**config.mk**
```make
export PLATFORM = sky130hd
export DESIGN_NAME = control_seq
export DESIGN_NICKNAME = d
export VERILOG_FILES = /design/src/rtl/control_seq.sv
export SDC_FILE = /design/constraint.sdc
export NUM_CORES = 1
export LEC_CHECK = 0
export ABC_AREA = 1
export BUFFER_PORTS_ARGS = -buffer_cell sky130_fd_sc_hd__buf_2
export CAP_MARGIN = 0
export CORE_ASPECT_RATIO = 1.75
export CORE_MARGIN = 1.5
export CORE_UTILIZATION = 50
export CTS_CLUSTER_DIAMETER = 100
export DETAILED_ROUTE_END_ITERATION = 10
export GPL_TIMING_DRIVEN = 1
export PLACE_DENSITY = 0.79
export SLEW_MARGIN = 10
export SYNTH_ARGS = -nofsm -noshare
export SYNTH_HDL_FRONTEND = slang
export SYNTH_SLANG_ARGS = --single-unit
```
**constraint.sdc**
```tcl
create_clock -name clk -period 1.8 [get_ports clk]
set_input_delay 0.09 -clock clk [delete_from_list [all_inputs] [get_ports clk]]
set_output_delay 0.09 -clock clk [all_outputs]
set_load 0.03 [all_outputs]
```
**src/rtl/control_seq.sv**
```systemverilog
// Instruction sequencer for the accumulator core: IDLE -> FETCH -> EXEC loop
// with optional wait cycles per phase, ready stalls, jump decode, carry flag and retire counter.
module control_seq #(
    parameter int WAIT_CYCLES = 0,
    parameter int CNT_W       = 16
) (
    input  logic             clk,
    input  logic             reset,
    input  logic [7:0]       ir,
    input  logic             aIsZero,
    input  logic             aluCarry,
    input  logic             ready,
    output logic             loadIR,
    output logic             loadPC,
    output logic             loadA,
    output logic             loadB,
    output logic             loadX,
    output logic             storeMem,
    output logic             doOut,
    output logic             provideMem,
    output logic             provideAlu,
    output logic             provideA,
    output logic             provideX,
    output logic             immediate,
    output logic             doSubtract,
    output logic             incPC,
    output logic             flagCarry,
    output logic             halted,
    output logic [1:0]       state,
    output logic [CNT_W-1:0] instrCount
);

    typedef enum logic [1:0] {
        IDLE  = 2'd0,
        FETCH = 2'd1,
        EXEC  = 2'd2,
        HALT  = 2'd3
    } seqState_t;

    localparam logic [2:0] WAIT_LAST = 3'(WAIT_CYCLES);

    seqState_t  curState;
    seqState_t  nextState;
    logic [2:0] waitCnt;

    logic       bit7;
    logic       bit6;
    logic [1:0] source;
    logic [2:0] dest;
    logic       indexed;
    logic       commit;
    logic       advance;
    logic       jump;

    assign bit7    = ir[7];
    assign bit6    = ir[6];
    assign source  = ir[5:4];
    assign dest    = ir[3:1];
    assign indexed = ir[0];

    // The phase may only move on in its last cycle, and only when the bus is ready.
    assign commit  = (waitCnt == WAIT_LAST);
    assign advance = commit & ready;

    // Jump conditions look at the carry latched by an earlier instruction, not the live ALU carry.
    assign jump = (bit6 & aIsZero) | (bit7 & flagCarry) | (bit6 & bit7);

    assign state  = curState;
    assign halted = (curState == HALT);

    // NOTE: every output and nextState gets a default before the case, so no path
    // leaves a value unassigned and no latch is inferred.
    always_comb begin
        nextState  = curState;
        loadIR     = 1'b0;
        loadPC     = 1'b0;
        loadA      = 1'b0;
        loadB      = 1'b0;
        loadX      = 1'b0;
        storeMem   = 1'b0;
        doOut      = 1'b0;
        provideMem = 1'b0;
        provideAlu = 1'b0;
        provideA   = 1'b0;
        provideX   = 1'b0;
        immediate  = 1'b0;
        doSubtract = 1'b0;
        incPC      = 1'b0;

        case (curState)
            IDLE: begin
                nextState = FETCH;
            end

            FETCH: begin
                provideMem = 1'b1;
                if (advance) begin
                    loadIR    = 1'b1;
                    incPC     = 1'b1;
                    nextState = EXEC;
                end
            end

            EXEC: begin
                immediate  = ~indexed;
                doSubtract = bit6;
                // A halt instruction drives nothing onto the bus.
                if (dest != 3'd7) begin
                    provideMem = (source == 2'd0);
                    provideAlu = (source == 2'd1);
                    provideA   = (source == 2'd2);
                    provideX   = (source == 2'd3);
                end
                if (advance) begin
                    nextState = (dest == 3'd7) ? HALT : FETCH;
                    case (dest)
                        3'd0:    loadIR   = 1'b1;
                        3'd1:    loadPC   = jump;
                        3'd2:    loadA    = 1'b1;
                        3'd3:    loadX    = 1'b1;
                        3'd4:    loadB    = 1'b1;
                        3'd5:    storeMem = 1'b1;
                        3'd6:    doOut    = 1'b1;
                        default: ;
                    endcase
                end
            end

            HALT: begin
                nextState = HALT;
            end
        endcase
    end

    // NOTE: state registers use non-blocking assignments so every flop samples
    // the pre-edge values of the others, independent of statement order.
    always_ff @(posedge clk or posedge reset) begin
        if (reset) begin
            curState   <= IDLE;
            waitCnt    <= 3'd0;
            flagCarry  <= 1'b0;
            instrCount <= '0;
        end else begin
            curState <= nextState;

            if (curState == FETCH || curState == EXEC) begin
                if (!commit) begin
                    waitCnt <= waitCnt + 3'd1;
                end else if (ready) begin
                    waitCnt <= 3'd0;
                end
            end else begin
                waitCnt <= 3'd0;
            end

            if (curState == EXEC && advance) begin
                instrCount <= instrCount + CNT_W'(1);
                if (loadA && provideAlu) begin
                    flagCarry <= aluCarry;
                end
            end
        end
    end

endmodule

```
### Word-level counts from Yosys, hierarchy flattened

Cells that the tools add are included.

| operators by class | value |
|---|---|
| bitwise logic cells | 7 |
| muxes and demuxes | 40 |
| equality and inequality tests | 17 |
| reductions and logical operators | 9 |
| add/subtract/negate cells | 2 |

Operator list:

| cell | count |
|---|---|
| $mux W1 | 31 |
| $add A16 B1 Y16 const B | 1 |
| $eq A3 B3 Y1 const B | 4 |
| $mux W3 | 3 |
| $eq A2 B2 Y1 const B | 4 |
| $pmux W2 S4 | 1 |
| $eq A3 B2 Y1 const B | 2 |
| $logic_not A3 Y1 | 2 |
| $mux W2 | 3 |
| $ne A3 B3 Y1 const B | 2 |
| $and A1 B1 Y1 | 4 |
| $eq A2 B1 Y1 const B | 2 |
| $logic_not A2 Y1 | 2 |
| $ne A2 B2 Y1 const B | 2 |
| $pmux W1 S2 | 2 |
| $reduce_and A2 Y1 | 2 |
| $add A3 B1 Y3 const B | 1 |
| $eq A3 B1 Y1 const B | 1 |
| $logic_and A1 B1 Y1 | 2 |
| $or A1 B1 Y1 | 2 |
| $logic_or A1 B1 Y1 | 1 |
| $not A1 Y1 | 1 |

| word-level totals | value |
|---|---|
| bits in registers | 22 |

### Logic depth before layout (Yosys ltp)

Gate-level depths: netlist (run 1).

| depth | value |
|---|---|
| depth in word-level cells | 6 |
| depth in mapped cells | 8 |

### Worst setup path before layout (run 1)

Ideal clock, no wire load.

| timing | value |
|---|---|
| path type | reg-to-output |
| start point | register curState[0] (netlist: state[0]) |
| end point | output port doOut |
| setup slack | -0.447 ns |
| required time | 1.710 ns |
| cell stages (with the launch flop) | 6 |
| arrival | 2.157 ns |
| buffers on the path | 1 |
| path through | dfrtp_1 inv_1 ha_1 nand4_2 buf_6 nor4_1 |

| between the ends | value |
|---|---|
| cells in the longest elaborated chain, start to end | 2 |

RTL lines:

| what | RTL line | RTL |
|---|---|---|
| start, declared | 42 | `seqState_t curState;` |
| start signal, assigned | 144 | `curState <= nextState;` |
| $eq A2 B2 Y1 | 90 | `case (curState)` |
| $mux W1 | 90 |  |
| end, declared | 19 | `output logic doOut,` |

No other way between the ends.

### Worst setup path after layout (run 1)

| timing | value |
|---|---|
| start point | register waitCnt[0] |
| end point | output port loadX |

| between the ends | value |
|---|---|
| cells in the longest elaborated chain, start to end | 4 |

RTL lines:

| what | RTL line | RTL |
|---|---|---|
| start, declared | 44 | `logic [2:0] waitCnt;` |
| start signal, assigned | 148 | `waitCnt <= waitCnt + 3'd1;` |
| $logic_not A3 Y1 | 62 | `assign commit = (waitCnt == WAIT_LAST);` |
| $and A1 B1 Y1 | 63 | `assign advance = commit & ready;` |
| $mux W1 | 114 | `if (advance) begin` |
| $mux W1 | 90 |  |
| end, declared | 17 | `output logic loadX,` |

No other way between the ends.

==> metrics.yaml, run 1 <==
status: "finished clean"
layout-drive-gt1-share_pct: 30.9
maxCapViolCount: 0
setup_viol: 0
finalCritPeriodShare_pct: 94.9
path_class: "flip-flop to output pin"
final_cell_mix: "nand2_1 (58), buf_2 (43), inv_1 (27)"
crit_arrival_ns: 1.62
synthTopCellsByArea: "dfrtp_1 (39%), nand2_1 (16%), inv_1 (7.1%)"
synth_top_family_by_area: "simple AND/OR/NAND/NOR gates"
syn_area_um2: 1430
fillCellCount: 222
final_common_cell: "nand2_1"
utilization_pct: 70.8
die_h_um: 73.6
grtUsageTotal_pct: 22.5
fp.dieW_um: 43.4
insertion_delay_ns: 0.26
synthAdderAreaFrac_pct: 6.15
syn_to_final_growth_pct: 33.6
cts_tree: "done"
p_per_area_nw_per_um2: 451
vias: 1413
synth_top_area_cell: "dfrtp_1"
clock.fmax_mhz: 586
worst_setup_path_end_kind: "output pin"
ant_nets: 0
multi_input_area_um2: 833
fin_cells: 270
rsz0062_at_grt: "false"
peakVddDrop_mv: 0.417
drtIter0Drc: 44
portBuffers: 46
placementRows: 25
finalClockSkew_ns: 0.00241
synth-compound-area-share_pct: 3.34
routed_via_density: 5.23
wl_um: 3260
crit_path_start_kind: "flip-flop"
gp_congestion: 0.866
yosys.area_share.simple_pct: 38.5
drt_pass1_iterations: 4
start_util_pct: 53.0
cts-root-buf: "clkbuf_8"
grt_start_max_net_pins: 23
hp-class: "input port to flip-flop"
drv_slew: 0
leakage_uw: 0.00108
pin_count: 47
grt_pass1_wl_um: 5570
wire_per_inst_um: 12.1
grt_pass1_vias: 1378
ys_seq_elements: 22
netlist_instances: 186
cts_buffer_depth: 2
ys_seq_area_share_pct: 38.6
power.total_uw: 859
reg2reg_slack_ns: 0.16
nets: 264
synth_cell_types: 24
min_period_ns: 1.71
grt_antenna_before_repair: 0
finalHoldViolations: 0
cts_buffers: 3
core_um2: 2690
worst_pin_slew_ns: 0.439
diodes: 0
dp_hpwl_um: 2420
synth_xor_area_share_pct: 4.83
syn-num-nets: 206
slew_headroom_pct: 70.4
place_inst: 260
cp_data_required_time_ns: 1.71
synth_top_area_share_pct: 38.6
clkSinkCount: 22
dieArea_um2: 3190
seqCellArea_um2: 553
post-route-drc-count: 0
synthMuxAreaShare_pct: 0
cp_max_fo: 4
synth.avg_cell_area_um2: 7.66
cts.clk_slew.worst_paths_ns: 0.08
gr-total-overflow: 0
tns_ns: 0
synth-warning-count: 0
htreeDepth: 1
[final timing paths]
| kind | start | end | cells past startpoint |
|---|---|---|---|
| setup / recovery | waitCnt[0] | loadX | 7 |
| hold / removal | aluCarry | flagCarry | 3 |
| setup reg to reg | waitCnt[0] | instrCount[10] | 9 |
| hold reg to reg | instrCount[15] | instrCount[15] | 2 |
| max in group asynchronous | reset | state[0] | 4 |
| min in group asynchronous | reset | instrCount[10] | 4 |
[Yosys cell counts (all sizes together)]
library cell  number
nor2              22
clkinv             1
nand2             59
a21oi              4
o21ai              4
and2               1
ha                 7
inv               27
dfrtp             22
xor2               3
nand4              4
nor4               4
nand3             13
nand3b             6
o211ai             1
nor3               3
buf                1
xnor2              4
[worst max-delay path, stage by stage (launching register included)]
cell      delay [ns]
dfrtp_1         0.42
inv_1           0.11
ha_4            0.17
nand4_4         0.15
clkinv_4        0.08
nand2_2         0.08
nor3_4          0.20
buf_6           0.15
[final cells by class]
cell class / count / area share [%]
clock buffers: 4 / 2.37
repair buffers: 54 / 17.3
well taps: 27 / 1.77
flip-flops and latches: 22 / 29.0
multi-input cells: 135 / 43.8
inverters: 28 / 5.78
[metal layers]
layer	vias up	global-route usage (%)	share of wire, %
li1	695	-	-
met2	56	42.8	57
met5	-	0	0
met3	8	2.46	4.9
met4	0	10.1	2.3
met1	654	23.9	36
[where the power goes]
group / internal (µW) / leakage (µW) / switching [µW]
combinational: 16.5 / 0.000769 / 33.9
clock: 158 / 0.0000228 / 157
sequential: 494 / 0.000286 / 0
total: 668 / 0.00108 / 191
[repair_timing]
action,4_1_cts,5_1_grt
resized for setup,9,3
hold buffers,1,0
setup buffers,0,5
endpoints found under the setup margin,6,7
endpoints found under the hold margin,22,0
pin swaps,0,1
[metrics by stage]
| step | setup WS (ns) | cell area (µm²) | hold WS, ns |
|---|---|---|---|
| after floorplan | -0.116 | 1470 | 0.0791 |
| after global placement | 0.185 | 1740 | 0.135 |
| after detailed placement | 0.150 | 1740 | 0.139 |
| after CTS | 0.00250 | 1840 | 0.0579 |
| after global routing | 0.000857 | 1900 | 0.0706 |
| final | 0.0925 | 1900 | 0.0500 |
[flip-flops by register name (all words and copies together) (netlist names)]
name,count
flagCarry,1
instrCount,16
state,2
waitCnt,3
[logic make-up after synthesis]
group,after synthesis
xor gates and xnor gates,7
and+or+nand+nor,112
DFF,22
buffers and inverters,29
AOI/OAI and AO/OA,9
adders and majority gates,7
No activity file was read; power rests on OpenSTA's default activity.
==> inputs of run 2 (changes only) <==
--- a/config.mk
+++ b/config.mk
@@ -8,7 +8,7 @@
 export ABC_AREA = 1
 export BUFFER_PORTS_ARGS = -buffer_cell sky130_fd_sc_hd__buf_2
 export CAP_MARGIN = 0
-export CORE_ASPECT_RATIO = 1.75
+export CORE_ASPECT_RATIO = 0.8
 export CORE_MARGIN = 1.5
 export CORE_UTILIZATION = 50
 export CTS_CLUSTER_DIAMETER = 100
==> metrics.yaml, run 2 (synthesis results as in run 1) <==
routed_via_density: 4.85  # -7.4%
cts.clk_slew.worst_paths_ns: 0.12  # +0.04 ns
vias: 1377  # -2.5%
worst_pin_slew_ns: 0.478  # +0.0387 ns
finalHoldViolations: 0  # unchanged
htreeDepth: 1  # unchanged
core_um2: 2740  # +2.0%
cts_tree: "done"
gr-total-overflow: 0  # unchanged
multi_input_area_um2: 842  # +1.1%
syn_to_final_growth_pct: 36.6
hp-class: "input port to flip-flop"
grt_start_max_net_pins: 23  # unchanged
grt_antenna_before_repair: 0  # unchanged
crit_path_top_delay_cell: "dfrtp_1"
dieArea_um2: 3180  # -0.33%
layout-drive-gt1-share_pct: 32.1  # +1.2 points
grt_pass1_vias: 1164  # -16%
setup_viol: 0  # unchanged
drt_pass1_iterations: 4  # unchanged
insertion_delay_ns: 0.31  # +0.05 ns
placementRows: 17  # -32%
nets: 267  # +1.1%
final_cell_mix: "nand2_1 (58), buf_2 (42), inv_1 (27)"
fin_cells: 284  # +5.2%
min_period_ns: 1.75  # +0.0427 ns
pin_count: 47  # unchanged
clkSinkCount: 22  # unchanged
grt_pass1_wl_um: 5090  # -8.5%
diodes: 0  # unchanged
slew_headroom_pct: 67.8  # -2.6 points
path_class: "flip-flop to output pin"
cts_buffer_depth: 2  # unchanged
slowest_delay_ns: 0.41  # about the same
whs_ns: 0.0174  # -0.0326 ns
seqCellArea_um2: 553  # unchanged
die_h_um: 50.8  # -31%
portBuffers: 46  # unchanged
tns_ns: 0  # unchanged
start_util_pct: 51.9  # -1.0 points
clock.fmax_mhz: 571  # -2.4%
final_common_cell: "nand2_1"
fillCellCount: 210  # -5.4%
peakVddDrop_mv: 0.503  # +21%
crit_arrival_ns: 1.66  # +0.04 ns
wire_per_inst_um: 11.7  # -3.2%
largest_reg_flops: 16  # unchanged
path_delay_family: "simple AND/OR/NAND/NOR gates"
cts_buffers: 3  # unchanged
fp.dieW_um: 62.7  # +45%
status: "finished clean"
maxCapViolCount: 0  # unchanged
finalCritPeriodShare_pct: 97.2  # +2.4 points
post-route-drc-count: 0  # unchanged
place_inst: 271  # +4.2%
crit_path_start_kind: "flip-flop"
dp_hpwl_um: 2340  # -3.6%
cts-root-buf: "clkbuf_4"
p_per_area_nw_per_um2: 476  # +5.4%
drv_slew: 0  # unchanged
cp_data_required_time_ns: 1.71  # about the same
regMostFlops: "instrCount"
wl_um: 3320  # +1.9%
cp_max_fo: 3  # -1
grtUsageTotal_pct: 20.3  # -2.2 points
gp_congestion: 0.811  # -6.4%
ant_nets: 0  # unchanged
worst_setup_path_end_kind: "output pin"
leakage_uw: 0.00109  # +1.6%
drtIter0Drc: 49  # +11%
crit_buf_inv: 3  # unchanged
finalClockSkew_ns: 0.00552  # +0.00311 ns
crit_chain: "inv_1 -> ha_4 -> nand4_4 -> clkinv_4 -> nand2_2 -> nor3_4 -> buf_6"
-- run 2: worst register-to-register path, delay by kind of cell, from the launching register on --
| kind | cells | cell delay, ns |
|---|---|---|
| compound gates | 1 | 0.40 |
| flops | 1 | 0.46 |
| buf+inv | 3 | 0.32 |
| fa+ha+maj | 1 | 0.18 |
| simple gates | 2 | 0.24 |
-- run 2: report_power, final --
group | total, µW | switching, µW | internal [µW]
Clock | 378 | 153 | 225
Sequential | 494 | 0 | 494
Combinational | 53.4 | 36.7 | 16.7
-- run 2: final cells by class --
type	count	area share [%]
inverters	28	5.66
multi-input cells	135	43.3
clock buffers	3	1.16
clock inverters	1	1.54
flip-flops and latches	22	28.4
well taps	38	2.44
repair buffers	57	17.5
-- run 2: through the flow --
stage | utilization (%) | setup slack, ns | instance area [µm²] | power [µW]
after floorplan | - | -0.116 | 1470 | 528
after global placement | 64.0 | 0.182 | 1760 | 552
after detailed placement | 64.0 | 0.106 | 1760 | 552
after CTS | 68.2 | 0.0147 | 1870 | 933
after global routing | 71.0 | -0.0217 | 1950 | 958
final | 71.0 | 0.0498 | 1950 | 926
-- run 2: path summary, 6_finish.rpt --
kind	from	endpoint	slack, ns	cells after the start
setup / recovery	waitCnt[0]	loadX	0.05	7
hold / removal	aluCarry	flagCarry	0.02	3
setup reg to reg	state[1]	state[1]	0.12	7
hold reg to reg	instrCount[15]	instrCount[15]	0.50	2
max in group asynchronous	reset	state[1]	1.22	4
min in group asynchronous	reset	instrCount[14]	0.35	4
-- run 2: metal layers --
layer	wire length, µm	share of wire (%)	vias to the layer above	track usage, %
met5	0	0	-	0
met4	23	0.69	0	4.07
met3	111	3.3	4	4.26
met2	1670	50	28	36.4
met1	1520	46	636	25.5
li1	-	-	709	-
-- run 2: repair_timing --
item,4_1_cts,5_1_grt
gates resized for setup,9,5
hold endpoints to repair,22,0
pin swaps,1,0
setup endpoints to repair,7,6
hold buffers,1,0
buffers inserted,2,6
==> inputs of run 3 (changes only) <==
--- a/config.mk
+++ b/config.mk
@@ -11,11 +11,11 @@
 export CORE_ASPECT_RATIO = 0.8
 export CORE_MARGIN = 1.5
 export CORE_UTILIZATION = 50
-export CTS_CLUSTER_DIAMETER = 100
+export CTS_CLUSTER_DIAMETER = 200
 export DETAILED_ROUTE_END_ITERATION = 10
 export GPL_TIMING_DRIVEN = 1
-export PLACE_DENSITY = 0.79
-export SLEW_MARGIN = 10
+export PLACE_DENSITY = 0.88
+export SLEW_MARGIN = 20
 export SYNTH_ARGS = -nofsm -noshare
 export SYNTH_HDL_FRONTEND = slang
 export SYNTH_SLANG_ARGS = --single-unit
==> metrics.yaml, run 3 (synthesis results as in run 1) <==
status: "finished clean"
htreeDepth: 1  # unchanged
crit_path_top_delay_cell: "dfrtp_1"
dp_hpwl_um: 2470  # +5.9%
rsz0062_at_grt: "false"
placementRows: 17  # unchanged
start_util_pct: 51.9  # unchanged
pin_count: 47  # unchanged
nets: 267  # unchanged
fp.dieW_um: 62.7  # unchanged
syn_to_final_growth_pct: 34.9
crit_path_start_kind: "flip-flop"
min_period_ns: 1.73  # -0.0216 ns
cts_tree: "done"
place_inst: 271  # unchanged
drtIter0Drc: 82  # +67%
final_common_cell: "nand2_1"
cts.clk_slew.worst_paths_ns: 0.12  # about the same
ant_nets: 0  # unchanged
grt_pass1_vias: 1294  # +11%
tns_ns: 0  # unchanged
cts_buffer_depth: 2  # unchanged
clockPowerShare_pct: 30.2  # -11 points
finalHoldViolations: 0  # unchanged
crit_buf_inv: 3  # unchanged
cts_buffers: 3  # unchanged
peakVddDrop_mv: 0.396  # -21%
core_um2: 2740  # unchanged
gp_congestion: 0.763  # -5.9%
cp_max_fo: 4  # +1
diodes: 0  # unchanged
path_class: "flip-flop to output pin"
routed_via_density: 4.99  # +2.9%
clock.fmax_mhz: 579  # +1.2%
power.total_uw: 781  # -16%
p_per_area_nw_per_um2: 406  # -15%
die_h_um: 50.8  # unchanged
finalClockSkew_ns: 0.00162  # -0.00391 ns
portBuffers: 46  # unchanged
layout-drive-gt1-share_pct: 33.3  # +1.2 points
fin_cells: 284  # unchanged
slowest_delay_ns: 0.40  # about the same
r2r_cells: 9  # +2
gr-total-overflow: 0  # unchanged
largest_reg_flops: 16  # unchanged
worst_setup_path_end_kind: "output pin"
finalCritPeriodShare_pct: 96.0  # -1.2 points
grt_antenna_before_repair: 0  # unchanged
path_delay_family: "simple AND/OR/NAND/NOR gates"
vias: 1417  # +2.9%
drv_slew: 0  # unchanged
maxCapViolCount: 0  # unchanged
switching_share_pct: 23.5  # +3.0 points
crit_end: "loadX"
setup_viol: 0  # unchanged
p_seq_share_pct: 63.3  # +9.9 points
clkSinkCount: 22  # unchanged
hp-class: "input port to flip-flop"
wire_per_inst_um: 11.8  # +0.69%
crit_chain: "inv_1 -> ha_4 -> nand4_4 -> clkinv_4 -> nand2_2 -> nor3_4 -> buf_6"
wl_um: 3350  # +0.69%
drt_pass1_iterations: 5  # +1
pre_cts_ws_ns: 0.105  # -0.000755 ns
insertion_delay_ns: 0.31  # about the same
regMostFlops: "instrCount"
grt_pass1_wl_um: 5410  # +6.2%
setup_ws_ns: 0.0714  # +0.0216 ns
cts-root-buf: "clkbuf_4"
final_cell_mix: "nand2_1 (58), buf_2 (39), inv_1 (24)"
worst_pin_slew_ns: 0.602  # +0.124 ns
cellInternalPower_uw: 597  # -19%
whs_ns: 0.000676  # -0.0167 ns
reg2reg_slack_ns: 0.15  # +0.03 ns
cp.depth: 7  # unchanged
grt_start_max_net_pins: 17  # -26%
crit_arrival_ns: 1.64  # -0.02 ns
fillCellCount: 212  # +0.95%
p_comb_share_pct: 6.5  # +0.7 points
slew_headroom_pct: 59.8  # -8.0 points
cp_data_required_time_ns: 1.71  # about the same
grtUsageTotal_pct: 21.6  # +1.4 points
r2r_start: "waitCnt[1]"
leakage_uw: 0.00107  # -2.1%
r2r-end: "instrCount[10]"
dieArea_um2: 3180  # unchanged
p_switching_uw: 184  # -3.4%
crit_start: "waitCnt[1]"
post-route-drc-count: 0  # unchanged
==> run 3: changes by cell type in the layout (fill, tap and decap cells not counted), sizes merged <==
| cell | change |
|---|---|
| buf | -3 |
| bufinv | -1 |
| clkbuf | +4 |
==> run 3: final cells by class <==
class                           instances  area, µm²  share of cell area, %
Clock buffer                            4       26.3                   1.37
Multi-Input combinational cell        135        836                   43.5
Inverter                               28        110                   5.73
Timing Repair Buffer                   57        349                   18.2
Tap cell                               38       47.5                   2.47
Sequential cell                        22        553                   28.8
==> run 3: per-stage QoR <==
stage	cell area, µm²	utilization [%]
6_report	1920	70.0
3_3_place_gp	1760	64.0
3_5_place_dp	1760	64.0
2_1_floorplan	1470	-
4_1_cts	1850	67.4
5_1_grt	1920	70.0
==> run 3: worst min path at each step <==
stage / startpoint / cells after the start / to / slack [ns]
global route: aluCarry / 3 / flagCarry / 0.008
finish: aluCarry / 3 / flagCarry / 0.0007
detailed placement: reset / 2 / instrCount[15] / 0.18
global placement: reset / 2 / instrCount[15] / 0.18
CTS: aluCarry / 3 / flagCarry / 0.0008
floorplan: reset / 1 / flagCarry / 0.08
==> run 3: per-layer routing <==
metal	part of all wire, %	vias up	track usage (%)
met3	4.0	6	5.61
met4	0.99	0	8.15
met5	0	-	0
li1	-	711	-
met1	41	665	24.0
met2	54	35	40.1
==> run 3: worst min-delay path, cell delays in order <==
cell and delay [ns]:
buf_2 0.07, nand3_1 0.06, nand2_1 0.06
==> run 3: what timing repair did <==
item | in CTS | in global routing
endpoints found under the hold margin | 15 | 0
resized for setup | 8 | 13
setup endpoints to repair | 7 | 7
buffers inserted | 3 | 5
hold buffers | 1 | 0
==> run 3: power by group through the flow <==
stage | sequential [µW] | combinational (µW) | clock [µW]
after floorplan | 504 | 24.2 | 0
after global placement | 504 | 47.1 | 0
after CTS | 494 | 51.1 | 239
after global routing | 494 | 58.2 | 264
final | 494 | 50.8 | 236
after detailed placement | 504 | 48.9 | 0
